### src/rtl/alu_seq.sv
// -----------------------------------------------------------------------------
// alu_seq
//
// Execute-stage ALU with a valid/ready handshake. It covers the RV32I/RV64I ALU
// and branch operations and the M extension. Base operations and multiplies
// produce a registered result one cycle after accept. DIV/DIVU/REM/REMU run
// through a radix-2 restoring divider that retires one quotient bit per cycle.
// Divide-by-zero and signed overflow are resolved in one cycle without
// iterating.
//
// Ports
//   clk        system clock, rising edge
//   rst        synchronous, active-high reset
//   in_valid   operation on alucode/op1/op2 is valid
//   in_ready   block accepts an operation this cycle
//   alucode    operation select (ALU_* codes below)
//   op1, op2   operands (rs1/PC, rs2/immediate)
//   out_valid  result/br_taken are valid
//   out_ready  consumer takes the result this cycle
//   result     registered result
//   br_taken   registered branch/jump-taken flag
//   busy       divider is iterating
//
// Operation codes (6 bits)
//   0 ADD   1 SUB   2 SLT   3 SLTU  4 XOR   5 OR    6 AND   7 SLL
//   8 SRL   9 SRA  10 LUI  11 JAL  12 JALR 13 BEQ  14 BNE  15 BLT
//  16 BGE  17 BLTU 18 BGEU 19 LB   20 LH   21 LW   22 LBU  23 LHU
//  24 SB   25 SH   26 SW   27 MUL  28 MULH 29 MULHSU 30 MULHU
//  31 DIV  32 DIVU 33 REM  34 REMU          other codes: result 0
// -----------------------------------------------------------------------------
module alu_seq #(
    parameter int XLEN    = 32,
    parameter int SHAMT_W = $clog2(XLEN)
) (
    input  logic            clk,
    input  logic            rst,
    input  logic            in_valid,
    output logic            in_ready,
    input  logic [5:0]      alucode,
    input  logic [XLEN-1:0] op1,
    input  logic [XLEN-1:0] op2,
    output logic            out_valid,
    input  logic            out_ready,
    output logic [XLEN-1:0] result,
    output logic            br_taken,
    output logic            busy
);

    localparam logic [5:0] ALU_ADD    = 6'd0;
    localparam logic [5:0] ALU_SUB    = 6'd1;
    localparam logic [5:0] ALU_SLT    = 6'd2;
    localparam logic [5:0] ALU_SLTU   = 6'd3;
    localparam logic [5:0] ALU_XOR    = 6'd4;
    localparam logic [5:0] ALU_OR     = 6'd5;
    localparam logic [5:0] ALU_AND    = 6'd6;
    localparam logic [5:0] ALU_SLL    = 6'd7;
    localparam logic [5:0] ALU_SRL    = 6'd8;
    localparam logic [5:0] ALU_SRA    = 6'd9;
    localparam logic [5:0] ALU_LUI    = 6'd10;
    localparam logic [5:0] ALU_JAL    = 6'd11;
    localparam logic [5:0] ALU_JALR   = 6'd12;
    localparam logic [5:0] ALU_BEQ    = 6'd13;
    localparam logic [5:0] ALU_BNE    = 6'd14;
    localparam logic [5:0] ALU_BLT    = 6'd15;
    localparam logic [5:0] ALU_BGE    = 6'd16;
    localparam logic [5:0] ALU_BLTU   = 6'd17;
    localparam logic [5:0] ALU_BGEU   = 6'd18;
    localparam logic [5:0] ALU_LB     = 6'd19;
    localparam logic [5:0] ALU_LH     = 6'd20;
    localparam logic [5:0] ALU_LW     = 6'd21;
    localparam logic [5:0] ALU_LBU    = 6'd22;
    localparam logic [5:0] ALU_LHU    = 6'd23;
    localparam logic [5:0] ALU_SB     = 6'd24;
    localparam logic [5:0] ALU_SH     = 6'd25;
    localparam logic [5:0] ALU_SW     = 6'd26;
    localparam logic [5:0] ALU_MUL    = 6'd27;
    localparam logic [5:0] ALU_MULH   = 6'd28;
    localparam logic [5:0] ALU_MULHSU = 6'd29;
    localparam logic [5:0] ALU_MULHU  = 6'd30;
    localparam logic [5:0] ALU_DIV    = 6'd31;
    localparam logic [5:0] ALU_DIVU   = 6'd32;
    localparam logic [5:0] ALU_REM    = 6'd33;
    localparam logic [5:0] ALU_REMU   = 6'd34;

    typedef enum logic {
        S_IDLE = 1'b0,
        S_DIV  = 1'b1
    } state_t;

    state_t state_q, state_d;

    // Divider working registers
    logic [XLEN-1:0]    rem_p1;
    logic [XLEN-1:0]    quo_p1;
    logic [XLEN-1:0]    dvs_p1;
    logic [SHAMT_W-1:0] cnt_p1;
    logic               neg_q_p1;
    logic               neg_r_p1;
    logic               sel_rem_p1;

    logic signed [XLEN-1:0] op1_s, op2_s;
    logic                   accept;
    logic                   lt_s, lt_u, eq;
    logic [SHAMT_W-1:0]     shamt;

    logic                   is_div, div_signed, div_is_rem;
    logic                   div_zero, div_ovf, div_start;
    logic [XLEN-1:0]        op1_mag, op2_mag;

    logic                   mul_a_sx, mul_b_sx;
    logic [2*XLEN-1:0]      mul_a_w, mul_b_w, mul_prod;

    logic [XLEN:0]          div_shift;
    logic [XLEN-1:0]        div_diff, rem_nxt, quo_nxt;
    logic                   q_bit, div_last;
    logic [XLEN-1:0]        q_fin, r_fin, div_out;

    logic [XLEN-1:0]        base_res;
    logic                   base_br;

    assign op1_s  = op1;
    assign op2_s  = op2;
    assign lt_s   = op1_s < op2_s;
    assign lt_u   = op1 < op2;
    assign eq     = op1 == op2;
    assign shamt  = op2[SHAMT_W-1:0];

    assign in_ready = (state_q == S_IDLE) && (!out_valid || out_ready);
    assign busy     = (state_q == S_DIV);
    assign accept   = in_valid && in_ready;

    // ---- Stage p0: decode, operand conditioning, divide special cases ----
    assign is_div     = (alucode == ALU_DIV) || (alucode == ALU_DIVU) ||
                        (alucode == ALU_REM) || (alucode == ALU_REMU);
    assign div_signed = (alucode == ALU_DIV) || (alucode == ALU_REM);
    assign div_is_rem = (alucode == ALU_REM) || (alucode == ALU_REMU);
    assign div_zero   = (op2 == '0);
    assign div_ovf    = div_signed && (op1 == {1'b1, {(XLEN-1){1'b0}}}) &&
                        (op2 == '1);
    // Only divides that need real iteration enter the DIV state.
    assign div_start  = accept && is_div && !div_zero && !div_ovf;

    assign op1_mag = (div_signed && op1[XLEN-1]) ? -op1 : op1;
    assign op2_mag = (div_signed && op2[XLEN-1]) ? -op2 : op2;

    // A 2*XLEN product of the extended operands is exact modulo 2^(2*XLEN),
    // which is all the high-half variants need.
    assign mul_a_sx = (alucode == ALU_MULH) || (alucode == ALU_MULHSU);
    assign mul_b_sx = (alucode == ALU_MULH);
    assign mul_a_w  = {{XLEN{mul_a_sx & op1[XLEN-1]}}, op1};
    assign mul_b_w  = {{XLEN{mul_b_sx & op2[XLEN-1]}}, op2};
    assign mul_prod = mul_a_w * mul_b_w;

    always_comb begin
        base_res = '0;
        base_br  = 1'b0;
        case (alucode)
            ALU_ADD:    base_res = op1 + op2;
            ALU_SUB:    base_res = op1 - op2;
            ALU_SLT:    base_res = {{(XLEN-1){1'b0}}, lt_s};
            ALU_SLTU:   base_res = {{(XLEN-1){1'b0}}, lt_u};
            ALU_XOR:    base_res = op1 ^ op2;
            ALU_OR:     base_res = op1 | op2;
            ALU_AND:    base_res = op1 & op2;
            ALU_SLL:    base_res = op1 << shamt;
            ALU_SRL:    base_res = op1 >> shamt;
            ALU_SRA:    base_res = op1_s >>> shamt;
            ALU_LUI:    base_res = op2;
            ALU_JAL, ALU_JALR: begin
                base_res = op2 + XLEN'(4);
                base_br  = 1'b1;
            end
            ALU_BEQ:    base_br = eq;
            ALU_BNE:    base_br = !eq;
            ALU_BLT:    base_br = lt_s;
            ALU_BGE:    base_br = !lt_s;
            ALU_BLTU:   base_br = lt_u;
            ALU_BGEU:   base_br = !lt_u;
            ALU_LB, ALU_LH, ALU_LW, ALU_LBU, ALU_LHU,
            ALU_SB, ALU_SH, ALU_SW:
                        base_res = op1 + op2;
            ALU_MUL:    base_res = mul_prod[XLEN-1:0];
            ALU_MULH, ALU_MULHSU, ALU_MULHU:
                        base_res = mul_prod[2*XLEN-1:XLEN];
            // Only the one-cycle special cases use these values; normal
            // divides take their result from the iterative path.
            ALU_DIV, ALU_DIVU:
                        base_res = div_zero ? '1 : op1;
            ALU_REM, ALU_REMU:
                        base_res = div_zero ? op1 : '0;
            default: begin
                base_res = '0;
                base_br  = 1'b0;
            end
        endcase
    end

    // ---- Stage p1: restoring divider iteration ----
    // Partial remainder is always below the divisor, so the shifted value
    // fits XLEN+1 bits and a successful subtraction fits XLEN bits.
    assign div_shift = {rem_p1, quo_p1[XLEN-1]};
    assign q_bit     = div_shift >= {1'b0, dvs_p1};
    assign div_diff  = div_shift[XLEN-1:0] - dvs_p1;
    assign rem_nxt   = q_bit ? div_diff : div_shift[XLEN-1:0];
    assign quo_nxt   = {quo_p1[XLEN-2:0], q_bit};
    assign div_last  = (state_q == S_DIV) && (cnt_p1 == SHAMT_W'(XLEN-1));

    assign q_fin   = neg_q_p1 ? -quo_nxt : quo_nxt;
    assign r_fin   = neg_r_p1 ? -rem_nxt : rem_nxt;
    assign div_out = sel_rem_p1 ? r_fin : q_fin;

    always_ff @(posedge clk) begin
        if (rst) begin
            state_q <= S_IDLE;
        end else begin
            state_q <= state_d;
        end
    end

    always_comb begin
        state_d = state_q;
        case (state_q)
            S_IDLE:  if (div_start) state_d = S_DIV;
            S_DIV:   if (div_last)  state_d = S_IDLE;
            default: state_d = S_IDLE;
        endcase
    end

    always_ff @(posedge clk) begin
        if (rst) begin
            rem_p1     <= '0;
            quo_p1     <= '0;
            dvs_p1     <= '0;
            cnt_p1     <= '0;
            neg_q_p1   <= 1'b0;
            neg_r_p1   <= 1'b0;
            sel_rem_p1 <= 1'b0;
        end else if (div_start) begin
            rem_p1     <= '0;
            quo_p1     <= op1_mag;
            dvs_p1     <= op2_mag;
            cnt_p1     <= '0;
            neg_q_p1   <= div_signed && (op1[XLEN-1] ^ op2[XLEN-1]);
            neg_r_p1   <= div_signed && op1[XLEN-1];
            sel_rem_p1 <= div_is_rem;
        end else if (state_q == S_DIV) begin
            rem_p1     <= rem_nxt;
            quo_p1     <= quo_nxt;
            cnt_p1     <= cnt_p1 + SHAMT_W'(1);
        end
    end

    // ---- Stage p2: output register ----
    always_ff @(posedge clk) begin
        if (rst) begin
            result    <= '0;
            br_taken  <= 1'b0;
            out_valid <= 1'b0;
        end else if (accept && !div_start) begin
            result    <= base_res;
            br_taken  <= base_br;
            out_valid <= 1'b1;
        end else if (div_last) begin
            result    <= div_out;
            br_taken  <= 1'b0;
            out_valid <= 1'b1;
        end else if (out_ready) begin
            out_valid <= 1'b0;
        end
    end

endmodule

### config.mk
export PLATFORM = sky130hd
export DESIGN_NAME = alu_seq
export DESIGN_NICKNAME = d
export VERILOG_FILES = /design/src/rtl/alu_seq.sv
export SDC_FILE = /design/constraint.sdc
export NUM_CORES = 2
export LEC_CHECK = 0
export ABC_AREA = 1
export BUFFER_PORTS_ARGS = -buffer_cell sky130_fd_sc_hd__buf_2
export CORE_ASPECT_RATIO = 2
export CORE_UTILIZATION = 45
export DETAILED_ROUTE_END_ITERATION = 10
export GPL_ROUTABILITY_DRIVEN = 0
export GPL_TIMING_DRIVEN = 0
export PLACE_DENSITY_LB_ADDON = 0.25
export SETUP_SLACK_MARGIN = 0.2
export SLEW_MARGIN = 10
export SYNTH_ARGS = -nofsm -noshare
export SYNTH_HDL_FRONTEND = slang
export SYNTH_SLANG_ARGS = --single-unit
### constraint.sdc
create_clock -name clk -period 21.5 [get_ports clk]
set_input_delay 2.15 -clock clk [delete_from_list [all_inputs] [get_ports clk]]
set_output_delay 2.15 -clock clk [all_outputs]
set_load 0.01 [all_outputs]
==> results.txt, run 1 <==
- Ranking of synthesized cells by area: sky130_fd_sc_hd__fa_1, sky130_fd_sc_hd__nand2_1, sky130_fd_sc_hd__inv_1
* Stop stage: global routing
* Xor and xnor area share after synthesis: 1.43%
* Half-perimeter wire length after detailed placement: 305000 µm
- Synth unique cells: 68
- The flow did not finish.
* Leftover overflow at the end of global routing: 2130
- Cell type with the largest total area after synthesis: sky130_fd_sc_hd__fa_1
- Cts repair resizes: 0
- Area share of fa/ha/maj cells after synthesis: 43.9%
- Total global routing track utilization: 75.9%
* Count of H-tree levels built during CTS: 4
* Wire length of the first global-routing pass: 749000 µm
* Die Span Y: 524 µm
- Synth Area in Compound Gates: 11.7%
- Entering global routing, the biggest net connects 25 pins.
- The portion of synthesized area spent on multiplexers is 0.147%.
- Inserted Clock Buffers: 25
* Number of global-route vias before repair: 83700
- After synthesis, the largest family of logic cells by area is adder cells.
- The tree built by TritonCTS fans out to 139 sinks.
- Post-CTS setup buffer count: 0
* Die Span X: 263 µm
- Worst setup slack after placement: 8000 ps
* Most frequently used flop master after synthesis: sky130_fd_sc_hd__dfxtp_1
- The share of the Yosys chip area taken by registers is 4.53%.
- In this run, synthesis produced a sequential element count of 139.
- Starting Density: 45.3%
- Of the total synthesized cell area, the portion taken by AND, OR, NAND and NOR gates is 22.7%.
* Net count of the mapped netlist: 10400
* Number of enable-type register cells in the synthesized netlist: 0
- Buffer cell driving the clock tree root: sky130_fd_sc_hd__clkbuf_16
- Quantity of hold-fixing buffers added after cts: 0
- Buffer depth of the longest clock path: 3
- Counting flops with an async set or reset pin after synthesis yields a share of 0%.
* Mapped cell area: 0.0614 mm²
* Synthesized area per cell: 6.91 µm²
- For this run, the number of Yosys warnings is 0.
- Area fraction of the dominant cell type after synthesis: 36.8%
- After floorplanning, the core was divided into 191 placement rows.
* I/O pins: 110
- Input and output buffers added on the ports amount to 109.
- Error message: [ERROR GRT-0116] Global routing finished with congestion. Check the congestion regions in the DRC Viewer.
* Instance count of the mapped netlist: 8890
## kinds of logic after synthesis
logic type / Yosys count
buffers and inverters: 2522
xor gates and xnor gates: 100
and+or+nand+nor: 3346
adders and majority gates: 1478
DFF: 139
muxes: 9
AOI/OAI and AO/OA: 1296
## metrics by stage
step	cell area (µm²)	hold WS [ps]	instances
floorplan	61400	433	8890
global placement	64100	448	10700
detailed placement	64300	455	10700
CTS	65000	462	10800
## cell usage after synthesis (36+ instances only)
master / number
sky130_fd_sc_hd__nor2_1: 472
sky130_fd_sc_hd__nand4_1: 88
sky130_fd_sc_hd__clkbuf_1: 232
sky130_fd_sc_hd__nand2_2: 36
sky130_fd_sc_hd__nand2_1: 2197
sky130_fd_sc_hd__o21ai_0: 515
sky130_fd_sc_hd__xor2_1: 74
sky130_fd_sc_hd__nor3_1: 93
sky130_fd_sc_hd__o211ai_1: 40
sky130_fd_sc_hd__ha_1: 350
sky130_fd_sc_hd__fa_1: 1128
sky130_fd_sc_hd__buf_2: 39
sky130_fd_sc_hd__inv_1: 2047
sky130_fd_sc_hd__buf_1: 170
sky130_fd_sc_hd__dfxtp_1: 139
sky130_fd_sc_hd__a21oi_1: 479
sky130_fd_sc_hd__nand3_1: 327
sky130_fd_sc_hd__a31oi_1: 51
## layer usage
metal  global-route usage (%)  GRT overflow
met5                     41.2            13
met4                     75.6           673
met3                     63.2            72
met2                     93.3          1299
met1                     72.1            73
==> inputs of run 2 (changes only) <==
--- a/config.mk
+++ b/config.mk
@@ -7,13 +7,11 @@
 export LEC_CHECK = 0
 export ABC_AREA = 1
 export BUFFER_PORTS_ARGS = -buffer_cell sky130_fd_sc_hd__buf_2
-export CORE_ASPECT_RATIO = 2
-export CORE_UTILIZATION = 45
+export CORE_UTILIZATION = 30
 export DETAILED_ROUTE_END_ITERATION = 10
 export GPL_ROUTABILITY_DRIVEN = 0
 export GPL_TIMING_DRIVEN = 0
-export PLACE_DENSITY_LB_ADDON = 0.25
-export SETUP_SLACK_MARGIN = 0.2
+export PLACE_DENSITY_LB_ADDON = 0.15
 export SLEW_MARGIN = 10
 export SYNTH_ARGS = -nofsm -noshare
 export SYNTH_HDL_FRONTEND = slang
==> results.txt, run 2 <==
- The final layout contains routed wiring with a total length of 324000 µm.
- Synthesis produced a netlist with a net count of 10400.
- Largest net degree at the start of global routing: 25
* Net count, final: 10600
- Final Util: 32.6%
* Buffer depth of the longest clock path: 2
* Initial detailed-routing violation count: 8604
* DR vias: 63200
- Starting Density: 30.3%
- Required time at the worst-slack endpoint: 21840 ps
* Crit path to: result[19]$_SDFFE_PP0P_
- Period utilisation layout: 63.9%
- In this run the cell area of the synthesized design comes to 0.0614 mm².
* Most frequent standard cell in the layout excluding fill and tap cells: sky130_fd_sc_hd__nand2_1
- The checks that failed: DRC, capacitance limit.
- After filler insertion, the fill cell instance count of the layout stands at 22600.
- The synthesized design devotes to its leading area cell type 36.8% of total area.
- The tree built by TritonCTS fans out to 139 sinks.
- Synth unique cells: 68
* Setup Skew: 21.8 ps
- Dominant cell by count in the synthesized netlist: sky130_fd_sc_hd__nand2_1
- 110 I/O pins were placed.
- The die is 454 µm wide.
* Ratio of cells with drive above 1 in the final layout: 3.85%
- The largest single stage delay on the critical path is 1060 ps.
- Final setup violation count: 0
- Count of antenna-violating nets left after detailed routing: 0
- The total area inside the core boundary comes to 0.203 mm².
- Area growth from synthesis to final layout: 7.61%
- Antenna violations before repair: 43
* Worst path buffer plus inverter count: 13
* Critical path data arrival time: 14070 ps
- Half-perimeter wire length after detailed placement: 279000 µm
* Met1 Resource Use GR: 43.0%
- Buffer cell driving the clock tree root: sky130_fd_sc_hd__clkbuf_16
* Quantity of hold-fixing buffers added after cts: 0
* Most frequent cells after synthesis: sky130_fd_sc_hd__nand2_1, sky130_fd_sc_hd__inv_1, sky130_fd_sc_hd__fa_1
* Wire length of the first global-routing pass: 460000 µm
- Once placement completed, the tool counted placed cells totaling 11700.
- RSZ-0062 raised after global routing: false
- Of all nets on the critical path, the largest fanout is 12.
* Clock transition at path regs: 70 ps
- Clock tree from TritonCTS: built
* Post-CTS setup buffer count: 0
- Number of global-route vias before repair: 61800
- In this run the tightest slew margin relative to its limit is 1.48%.
- Count of H-tree levels built during CTS: 4
- Met2 Track Usage GR: 45.3%
- The Yosys step of the flow raised 0 warnings.
* DR vias/cell: 5.39
- Die footprint: 0.206 mm²
- In this run the worst setup path begins at op2[1].
- Min cycle time layout: 13730 ps
- Setup slack on the worst reg-to-reg path comes out at 16070 ps.
- The slowest stage of the critical path belongs to the cell sky130_fd_sc_hd__buf_1.
- Inserted Clock Buffers: 17
* Global routing's busiest layer: met2
- Across the run, the number of max-cap violations was 1.
- In the routed design, unresolved DRC markers number 2.
- Die Span Y: 454 µm
* Top cell by count, worst path: sky130_fd_sc_hd__inv_1
- Worst Hold Path Cells: 2
* Buffers on Ports: 109
- Ranking of synthesized cells by area: sky130_fd_sc_hd__fa_1, sky130_fd_sc_hd__nand2_1, sky130_fd_sc_hd__inv_1
* Pin slew with the least headroom to its limit: 1460 ps
- Timing-limited maximum frequency: 72.8 MHz
- Total global routing track utilization: 31.2%
- The first detailed-routing pass ran for 11 iterations.
* Seq cells post-synth: 139
- Critical path's top delay family: adder cells
* Fraction of registers with async set or reset after synthesis: 0%
* Most frequently used flop master after synthesis: sky130_fd_sc_hd__dfxtp_1
* Reg2Reg Depth: 30
* Core Rows: 165
- The worst setup path is captured at a flip-flop.
- The later pin in the worst-skew pair is clocked with a latency of 460 ps.
- Synthesized area per cell: 6.91 µm²
* Number of enable-type register cells in the synthesized netlist: 0
- Summed over all failing endpoints, the final setup total negative slack is 0 ps.
- Cts repair resizes: 0
* Type of the worst min-delay path: flip-flop to flip-flop
- WS Path Type: input pin to flip-flop
* Reg-to-reg critical path endpoint: result[28]$_SDFFE_PP0P_
- Worst r2r src: dvs_p1[8]$_SDFFE_PP0P_
- Run status: complete, but fails checks
- Drt wl/cell: 27.6 µm
- For this run, global-route usage on met3 was measured as 6.74%.
- Number of logic stages on the critical path including buffering: 31
- Global routing finished with a remaining overflow of 0.
- The final hold violation count is 0.
* Instance count of the mapped netlist: 8890
- Number of max-slew violations in the final report: 0
* Nature of the critical path startpoint: input pin
- Commonest cells after routing, fill and taps aside: sky130_fd_sc_hd__nand2_1, sky130_fd_sc_hd__inv_1, sky130_fd_sc_hd__fa_1, sky130_fd_sc_hd__o21ai_0, sky130_fd_sc_hd__a21oi_1
- Cell type with the largest total area after synthesis: sky130_fd_sc_hd__fa_1
* Cell Count, Final, Fillers Out: 11700
* Part of the Yosys area used for sequential elements: 4.53%
==> run 2: cell counts after synthesis <==
No cell type changed its count.
==> run 2: logic make-up after synthesis <==
kind of cell | Yosys count | share of synthesized area (%)
AND/OR/NAND/NOR | 3346 | 22.7
multiplexers | 9 | 0.147
flip-flops | 139 | 4.53
adder cells (fa/ha/maj) | 1478 | 43.9
AO/OA/AOI/OAI | 1296 | 11.7
XOR/XNOR | 100 | 1.43
buffers and inverters | 2522 | 15.6
==> run 2: worst min-delay path by stage <==
stage | from | to | slack [ps]
floorplan | dvs_p1[10]$_SDFFE_PP0P_ | dvs_p1[10]$_SDFFE_PP0P_ | 430
global placement | cnt_p1[4]$_SDFFE_PP0P_ | cnt_p1[4]$_SDFFE_PP0P_ | 460
detailed placement | cnt_p1[4]$_SDFFE_PP0P_ | cnt_p1[4]$_SDFFE_PP0P_ | 460
CTS | cnt_p1[4]$_SDFFE_PP0P_ | cnt_p1[4]$_SDFFE_PP0P_ | 470
global route | cnt_p1[4]$_SDFFE_PP0P_ | cnt_p1[4]$_SDFFE_PP0P_ | 500
finish | cnt_p1[4]$_SDFFE_PP0P_ | cnt_p1[4]$_SDFFE_PP0P_ | 470
==> run 2: per-stage QoR <==
step                      hold slack (ps)  instance area [µm²]  setup slack [ps]
after floorplan                       433                61400             11140
after global placement                458                65300              7480
after detailed placement              465                65400              7770
after CTS                             475                66000              8220
after global routing                  498                66000              7790
final                                 472                66100              7770
==> run 2: layer usage <==
metal / wire length (µm) / vias to the layer above
li1: - / 27200
met1: 136000 / 31500
met2: 134000 / 3745
met3: 33100 / 714
met4: 21300 / 10
met5: 84 / -
==> run 2: tightest hold or removal path: cells and delay by family (launching register included) <==
kind	cells	cell delay, ps
DFF	1	320
and+or+nand+nor	1	60
AOI/OAI and AO/OA	1	50
==> run 2: final cells by class <==
cell class	instances	area, µm²	area share (%)
Sequential cell	139	2780	4.21
Inverter	2072	7780	11.8
Clock inverter	15	198	0.299
Clock buffer	17	425	0.644
Buffer	450	1820	2.76
Antenna cell	27	67.6	0.102
Multi-Input combinational cell	6229	49100	74.2
Timing Repair Buffer	112	608	0.920
Tap cell	2672	3340	5.06
Power of run 2 is not shown: default switching activity piles up to over one toggle a cycle in this logic, so the estimate is an artifact.
